<file path="src/rtl/ddr_debug_pkg.sv">
// Shared widths and defaults for the DDR debug path (event packer and debug stage).
// Latency: n/a (types, constants and a pure helper function only).
// Backpressure: n/a.
package ddr_debug_pkg;

  localparam int BEAT_W         = 128;
  localparam int WORD_W         = 32;
  localparam int WORDS_PER_BEAT = 4;
  localparam int IDX_W          = 2;
  localparam int CNT_W_DEF      = 32;

  localparam logic [WORD_W-1:0] FILL_WORD_DEF = 32'hFFFF_FFFF;

  typedef logic [WORD_W-1:0] word_t;

  // One 128-bit beat; slot k occupies bits [32k+31:32k].
  typedef struct packed {
    word_t [WORDS_PER_BEAT-1:0] slot;
  } beat_t;

  // Overwrite every slot at or above 'used' with the fill word.
  function automatic beat_t pad_beat(input beat_t b, input logic [IDX_W:0] used,
                                     input word_t fill);
    beat_t r;
    r = b;
    for (int k = 0; k < WORDS_PER_BEAT; k++) begin
      if ((IDX_W+1)'(k) >= used) begin
        r.slot[k] = fill;
      end
    end
    return r;
  endfunction

endpackage

</file>
<file path="src/rtl/pps_sync_edge.sv">
// Two-flop synchroniser for an asynchronous PPS pulse plus registered rising-edge strobe.
// Latency: strobe is high for one cycle, 3 clock edges after the pulse rises.
// Backpressure: none; the strobe is free-running and cannot be stalled.
module pps_sync_edge (
  input  logic clk,
  input  logic rst_n,
  input  logic pulse_async,
  output logic strobe
);

  logic sync1;
  logic sync2;
  logic sync3;

  // Synchronise the pulse, keep the previous synchronised value, register the edge.
  always_ff @(posedge clk) begin
    if (!rst_n) begin
      sync1  <= 1'b0;
      sync2  <= 1'b0;
      sync3  <= 1'b0;
      strobe <= 1'b0;
    end else begin
      sync1  <= pulse_async;
      sync2  <= sync1;
      sync3  <= sync2;
      strobe <= sync2 & ~sync3;
    end
  end

endmodule

</file>
<file path="src/rtl/ddr_event_packer.sv">
// Packs 32-bit event words four per 128-bit AXI-Stream beat; PPS/enable-fall flush pads partial beats.
// Latency: a beat is valid the cycle after its 4th word (or after the flush strobe).
// Backpressure: one beat is held in the output register, one more pending; further words drop and are counted.
module ddr_event_packer
  import ddr_debug_pkg::*;
#(
  parameter logic [WORD_W-1:0] FILL_WORD = FILL_WORD_DEF,
  parameter int                CNT_W     = CNT_W_DEF
) (
  input  logic              clk200_i,
  input  logic              ddr_data_rstn,
  input  logic              pps_i,
  input  logic              enable_i,
  input  logic              event_valid_i,
  input  logic [WORD_W-1:0] event_data_i,
  output logic [BEAT_W-1:0] m_axis_tdata,
  output logic              m_axis_tvalid,
  input  logic              m_axis_tready,
  output logic [CNT_W-1:0]  drop_cnt_o,
  output logic [CNT_W-1:0]  beat_cnt_o
);

  localparam logic [CNT_W-1:0] CNT_ONE = CNT_W'(1);

  logic             pps_flush;
  logic             en_q;
  logic             en_flush;
  logic             flush;

  beat_t            acc;
  logic [IDX_W-1:0] idx;
  logic             pending;
  beat_t            tdata_q;
  logic             tvalid_q;

  logic             out_free;
  logic             handshake;
  logic             accept;
  logic             drop;
  logic [IDX_W:0]   fill_cnt;
  logic             beat_done;
  beat_t            acc_wr;
  beat_t            beat_padded;

  assign m_axis_tdata  = tdata_q;
  assign m_axis_tvalid = tvalid_q;

  pps_sync_edge u_pps_sync (
    .clk         (clk200_i),
    .rst_n       (ddr_data_rstn),
    .pulse_async (pps_i),
    .strobe      (pps_flush)
  );

  // Remember last enable so its falling edge can be turned into a flush strobe.
  always_ff @(posedge clk200_i) begin
    if (!ddr_data_rstn) begin
      en_q <= 1'b0;
    end else begin
      en_q <= enable_i;
    end
  end

  assign en_flush = en_q & ~enable_i;
  assign flush    = pps_flush | en_flush;

  // Output register can take a new beat when empty or being drained this cycle.
  assign out_free  = ~tvalid_q | m_axis_tready;
  assign handshake = tvalid_q & m_axis_tready;

  // A held (pending) beat blocks the accumulator, so new words are dropped.
  assign accept = enable_i & event_valid_i & ~pending;
  assign drop   = enable_i & event_valid_i & pending;

  // Word count after this cycle's accept; 4 means the beat is full.
  assign fill_cnt = {1'b0, idx} + {{IDX_W{1'b0}}, accept};

  // Place the incoming word first so a same-cycle flush pads around it.
  always_comb begin
    acc_wr = acc;
    if (accept) begin
      acc_wr.slot[idx] = event_data_i;
    end
  end

  // A full beat, or a flush with at least one word, closes the beat; never an empty one.
  assign beat_done   = ~pending &
                       ((fill_cnt == 3'(WORDS_PER_BEAT)) | (flush & (fill_cnt != '0)));
  assign beat_padded = pad_beat(acc_wr, fill_cnt, FILL_WORD);

  // Accumulate words, close beats, and move beats into the output register when it is free.
  always_ff @(posedge clk200_i) begin
    if (!ddr_data_rstn) begin
      acc      <= '0;
      idx      <= '0;
      pending  <= 1'b0;
      tdata_q  <= '0;
      tvalid_q <= 1'b0;
    end else begin
      if (handshake) begin
        tvalid_q <= 1'b0;
      end
      if (beat_done) begin
        idx <= '0;
        if (out_free) begin
          tdata_q  <= beat_padded;
          tvalid_q <= 1'b1;
          acc      <= '0;
        end else begin
          acc     <= beat_padded;
          pending <= 1'b1;
        end
      end else begin
        if (accept) begin
          acc <= acc_wr;
          idx <= fill_cnt[IDX_W-1:0];
        end
        if (pending && out_free) begin
          tdata_q  <= acc;
          tvalid_q <= 1'b1;
          pending  <= 1'b0;
          acc      <= '0;
        end
      end
    end
  end

  // Drop counter saturates; beat counter wraps on every handshake.
  always_ff @(posedge clk200_i) begin
    if (!ddr_data_rstn) begin
      drop_cnt_o <= '0;
      beat_cnt_o <= '0;
    end else begin
      if (drop && (drop_cnt_o != '1)) begin
        drop_cnt_o <= drop_cnt_o + CNT_ONE;
      end
      if (handshake) begin
        beat_cnt_o <= beat_cnt_o + CNT_ONE;
      end
    end
  end

endmodule

</file>
<file path="config.mk">
export PLATFORM = sky130hd
export DESIGN_NAME = ddr_event_packer
export DESIGN_NICKNAME = d
export VERILOG_FILES = /design/src/rtl/ddr_debug_pkg.sv /design/src/rtl/pps_sync_edge.sv /design/src/rtl/ddr_event_packer.sv
export SDC_FILE = /design/constraint.sdc
export NUM_CORES = 1
export LEC_CHECK = 0
export BUFFER_PORTS_ARGS = -buffer_cell sky130_fd_sc_hd__buf_2
export CAP_MARGIN = 15
export CORE_UTILIZATION = 45
export CTS_CLUSTER_DIAMETER = 50
export DETAILED_ROUTE_END_ITERATION = 10
export GPL_ROUTABILITY_DRIVEN = 0
export PLACE_DENSITY = 0.66
export SLEW_MARGIN = 20
export SYNTH_ARGS = -nofsm -noshare
export SYNTH_HDL_FRONTEND = slang
export SYNTH_SLANG_ARGS = --single-unit
</file>
<file path="constraint.sdc">
create_clock -name clk200_i -period 4.2 [get_ports clk200_i]
set_clock_uncertainty 0.05 [all_clocks]
set_input_delay 0.63 -clock clk200_i [delete_from_list [all_inputs] [get_ports clk200_i]]
set_output_delay 0.63 -clock clk200_i [all_outputs]
set_load 0.01 [all_outputs]
</file>
==> impl_metrics.py <==
metrics = {
    "pwr": {
        "clkPwrFrac_pct": 45.9,
        "powerDensity_nw_per_um2": 419,
        "leakagePower_nw": 6.21,
        "intPower_mw": 5.38,
        "ir_drop_uv": 253,
        "p_sw_share_pct": 26.6,
        "pwr-share-seq_pct": 43.8,
        "power_switching_mw": 1.95,
        "combPwrFrac_pct": 10.2,
    },
    "floorplan": {
        "initial_utilization_pct": 45.9,
        "core_area_um2": 32600,
        "die_y_um": 184,
        "rows": 66,
        "io_pins": 231,
        "die_x_um": 184,
        "dieArea_um2": 34000,
    },
    "yosys": {
        "synthesis.nets": 1703,
        "synth_top_area_cell": "dfxtp_1",
        "ys_types": 74,
        "ys_seq_area_share_pct": 44.0,
        "synth-seq-cells": 329,
        "synth_common_cells": "dfxtp_1, nand2_1, o31ai_1, clkbuf_1, a21oi_1",
        "synth_flop_cell": "dfxtp_1",
        "synthMostInstantiatedCell": "dfxtp_1",
        "yosysTopAreaCellShare_pct": 44.0,
        "syn_area_um2": 15000,
        "syn_area_per_cell_um2": 9.02,
        "synthTopCellsByArea": "dfxtp_1, o31ai_1, o2bb2ai_1, a21oi_1, nand2_1",
        "synth_warnings": 0,
        "syn_inst": 1659,
        "synth_edf_count": 0,
        "synth-async-reset-ratio_pct": 0,
    },
    "sta": {
        "final_hold_viol_count": 0,
        "slew_headroom_pct": 44.9,
        "timing.fmax_mhz": 276,
        "tightest_slew_ns": 0.819,
        "setup-violations-final": 0,
        "rsz0062_at_grt": "no",
        "min_period_over_period_pct": 86.3,
        "finalCriticalPeriod_ns": 3.62,
        "finalMaxSlewViolations": 0,
        "setup_tns_ns": 0,
    },
    "routing": {
        "avgRoutedWirePerCell_um": 20.4,
        "avgViaCountPerCell": 6.12,
        "wl_um": 45700,
        "drtIter0Drc": 1217,
        "first_pass_iters": 8,
        "vias": 13700,
        "postRouteAntennaNets": 0,
        "drcViolationCount": 0,
    },
    "placed_design": {
        "dp.final_hpwl_um": 28000,
        "io_buffers": 230,
        "placed_cells": 2171,
    },
    "clock_tree": {
        "cts.clk_slew.worst_paths_ns": 0.06,
        "ctsLongestPathBuffers": 3,
        "cts_root_buf": "clkbuf_16",
        "clock_sinks": 329,
        "postCtsSetupRepairBufs": 0,
        "htreeDepth": 2,
        "cts_buffers": 40,
        "cts_tree": "built",
        "clk_latency_ns": 0.54,
        "cts_resized": 0,
        "ctsHoldBuffers": 0,
    },
    "grt": {
        "grt_overflow": 0,
        "grt_use_total_pct": 26.2,
        "grt_first_pass_wirelength_um": 70900,
        "grt_pass1_vias": 12600,
        "grt_max_degree": 108,
        "antenna_found_initial": 1,
    },
    "run": {
        "cap_violations": 0,
    },
    "hold_path": {
        "min_path_type": "in2reg",
    },
    "critical_path": {
        "criticalPathCategory": "reg2reg",
        "critPathMaxStageDelay_ns": 0.65,
        "path_buf_inv": 1,
        "crit_required_ns": 4.58,
        "crit_slowest_cell": "nor3_1",
        "crit_path_max_fanout": 35,
        "worstSetupStartpointType": "register",
        "crit_path_end_kind": "register",
        "path_delay_family": "simple AND/OR/NAND/NOR gates",
        "path_cells": "nand4b_1 > ha_1 > nor3_1 > a22o_4 > buf_4 > nand3b_1 > a32o_1",
        "arrival_ns": 4.01,
    },
    "final_layout": {
        "fin_nets": 1815,
        "final_cells": 2236,
        "drive_above_1_share_pct": 20.6,
        "area_growth_pct": 17.0,
    },
    "status": {
        "outcome": "complete, no violations",
    },
}
[area by class of cell]
class | count | area [um^2]
antenna | 1 | 2.50
clock buffer | 54 | 1160
clock inverter | 10 | 118
fill | 3070 | 15100
inverter | 16 | 60.1
multi-input combinational | 1117 | 7510
sequential | 329 | 6590
tap | 442 | 553
timing repair buffer | 267 | 1520
[logic make-up (layout without fill, tap and decap cells)]
logic type,after synthesis,after routing,synth area share (%)
other,0,1,0
multiplexers,5,5,0.335
adder cells (fa/ha/maj),6,6,0.502
XOR/XNOR,36,36,2.23
AO/OA/AOI/OAI,589,589,30.6
buffers and inverters,213,347,6.41
AND/OR/NAND/NOR,481,481,15.8
flip-flops,329,329,44.0
[state kept, by name (all words and copies together), names as in the netlist, 2 cells and up]
register and cells:
beat_cnt_o 32, drop_cnt_o 32, m_axis_tdata 128, idx 2
acc 128
[final timing paths]
path / startpoint / slack, ns / depth (start not counted) / end
setup / recovery: idx[0]$_SDFFE_PP0P_ / 0.58 / 7 / m_axis_tdata[49]$_SDFFE_PN0P_
hold / removal: pps_i / 0.29 / 2 / u_pps_sync.sync1$_SDFF_PN0_
setup reg to reg: idx[0]$_SDFFE_PP0P_ / 0.58 / 7 / m_axis_tdata[49]$_SDFFE_PN0P_
hold reg to reg: u_pps_sync.sync3$_SDFF_PN0_ / 0.33 / 1 / u_pps_sync.strobe$_SDFF_PN0_
[per-stage QoR]
step	power [mW]	area (um^2)	util (%)	hold WS, ns	setup slack (ns)
after detailed placement	4.02	16200	49.7	0.326	0.303
after CTS	7.37	17500	53.6	0.275	0.584
after floorplan	3.79	15000	-	0.317	1.08
after global routing	7.57	17500	53.6	0.291	0.319
after global placement	4.02	16200	49.7	0.324	0.478
final	7.33	17500	53.7	0.287	0.576
[power groups by stage]
stage | registers, mW | logic, mW | clock network (mW)
after floorplan | 3.29 | 0.503 | 0
after global placement | 3.28 | 0.736 | 0
after detailed placement | 3.28 | 0.743 | 0
after CTS | 3.21 | 0.745 | 3.41
after global routing | 3.22 | 0.798 | 3.55
final | 3.21 | 0.751 | 3.37
[placed cells by master, fill, tap and decap left out, types with 16 or more instances in the layout]
master	synthesis	routed
nand2_1	158	158
o31ai_1	131	131
a21oi_1	119	119
a32o_1	32	32
clkbuf_16	0	42
dfxtp_1	329	329
or3_1	17	17
nand3_1	27	26
o21bai_1	32	32
nand4_1	16	16
buf_4	3	30
nor2_1	92	85
xnor2_1	26	26
a22oi_1	65	64
o32ai_1	32	32
buf_2	47	230
o2bb2ai_1	85	85
a22o_1	33	32
nand3b_1	33	33
nor3_1	79	78
[per-layer routing]
layer | vias up | routed length, um | global-route usage (%)
met5 | - | 13 | 0
met4 | 2 | 1690 | 11.6
met3 | 91 | 3340 | 5.12
li1 | 6452 | - | -
met2 | 558 | 21200 | 41.7
met1 | 6576 | 19400 | 34.2
Power figures use the tool's default switching activity.
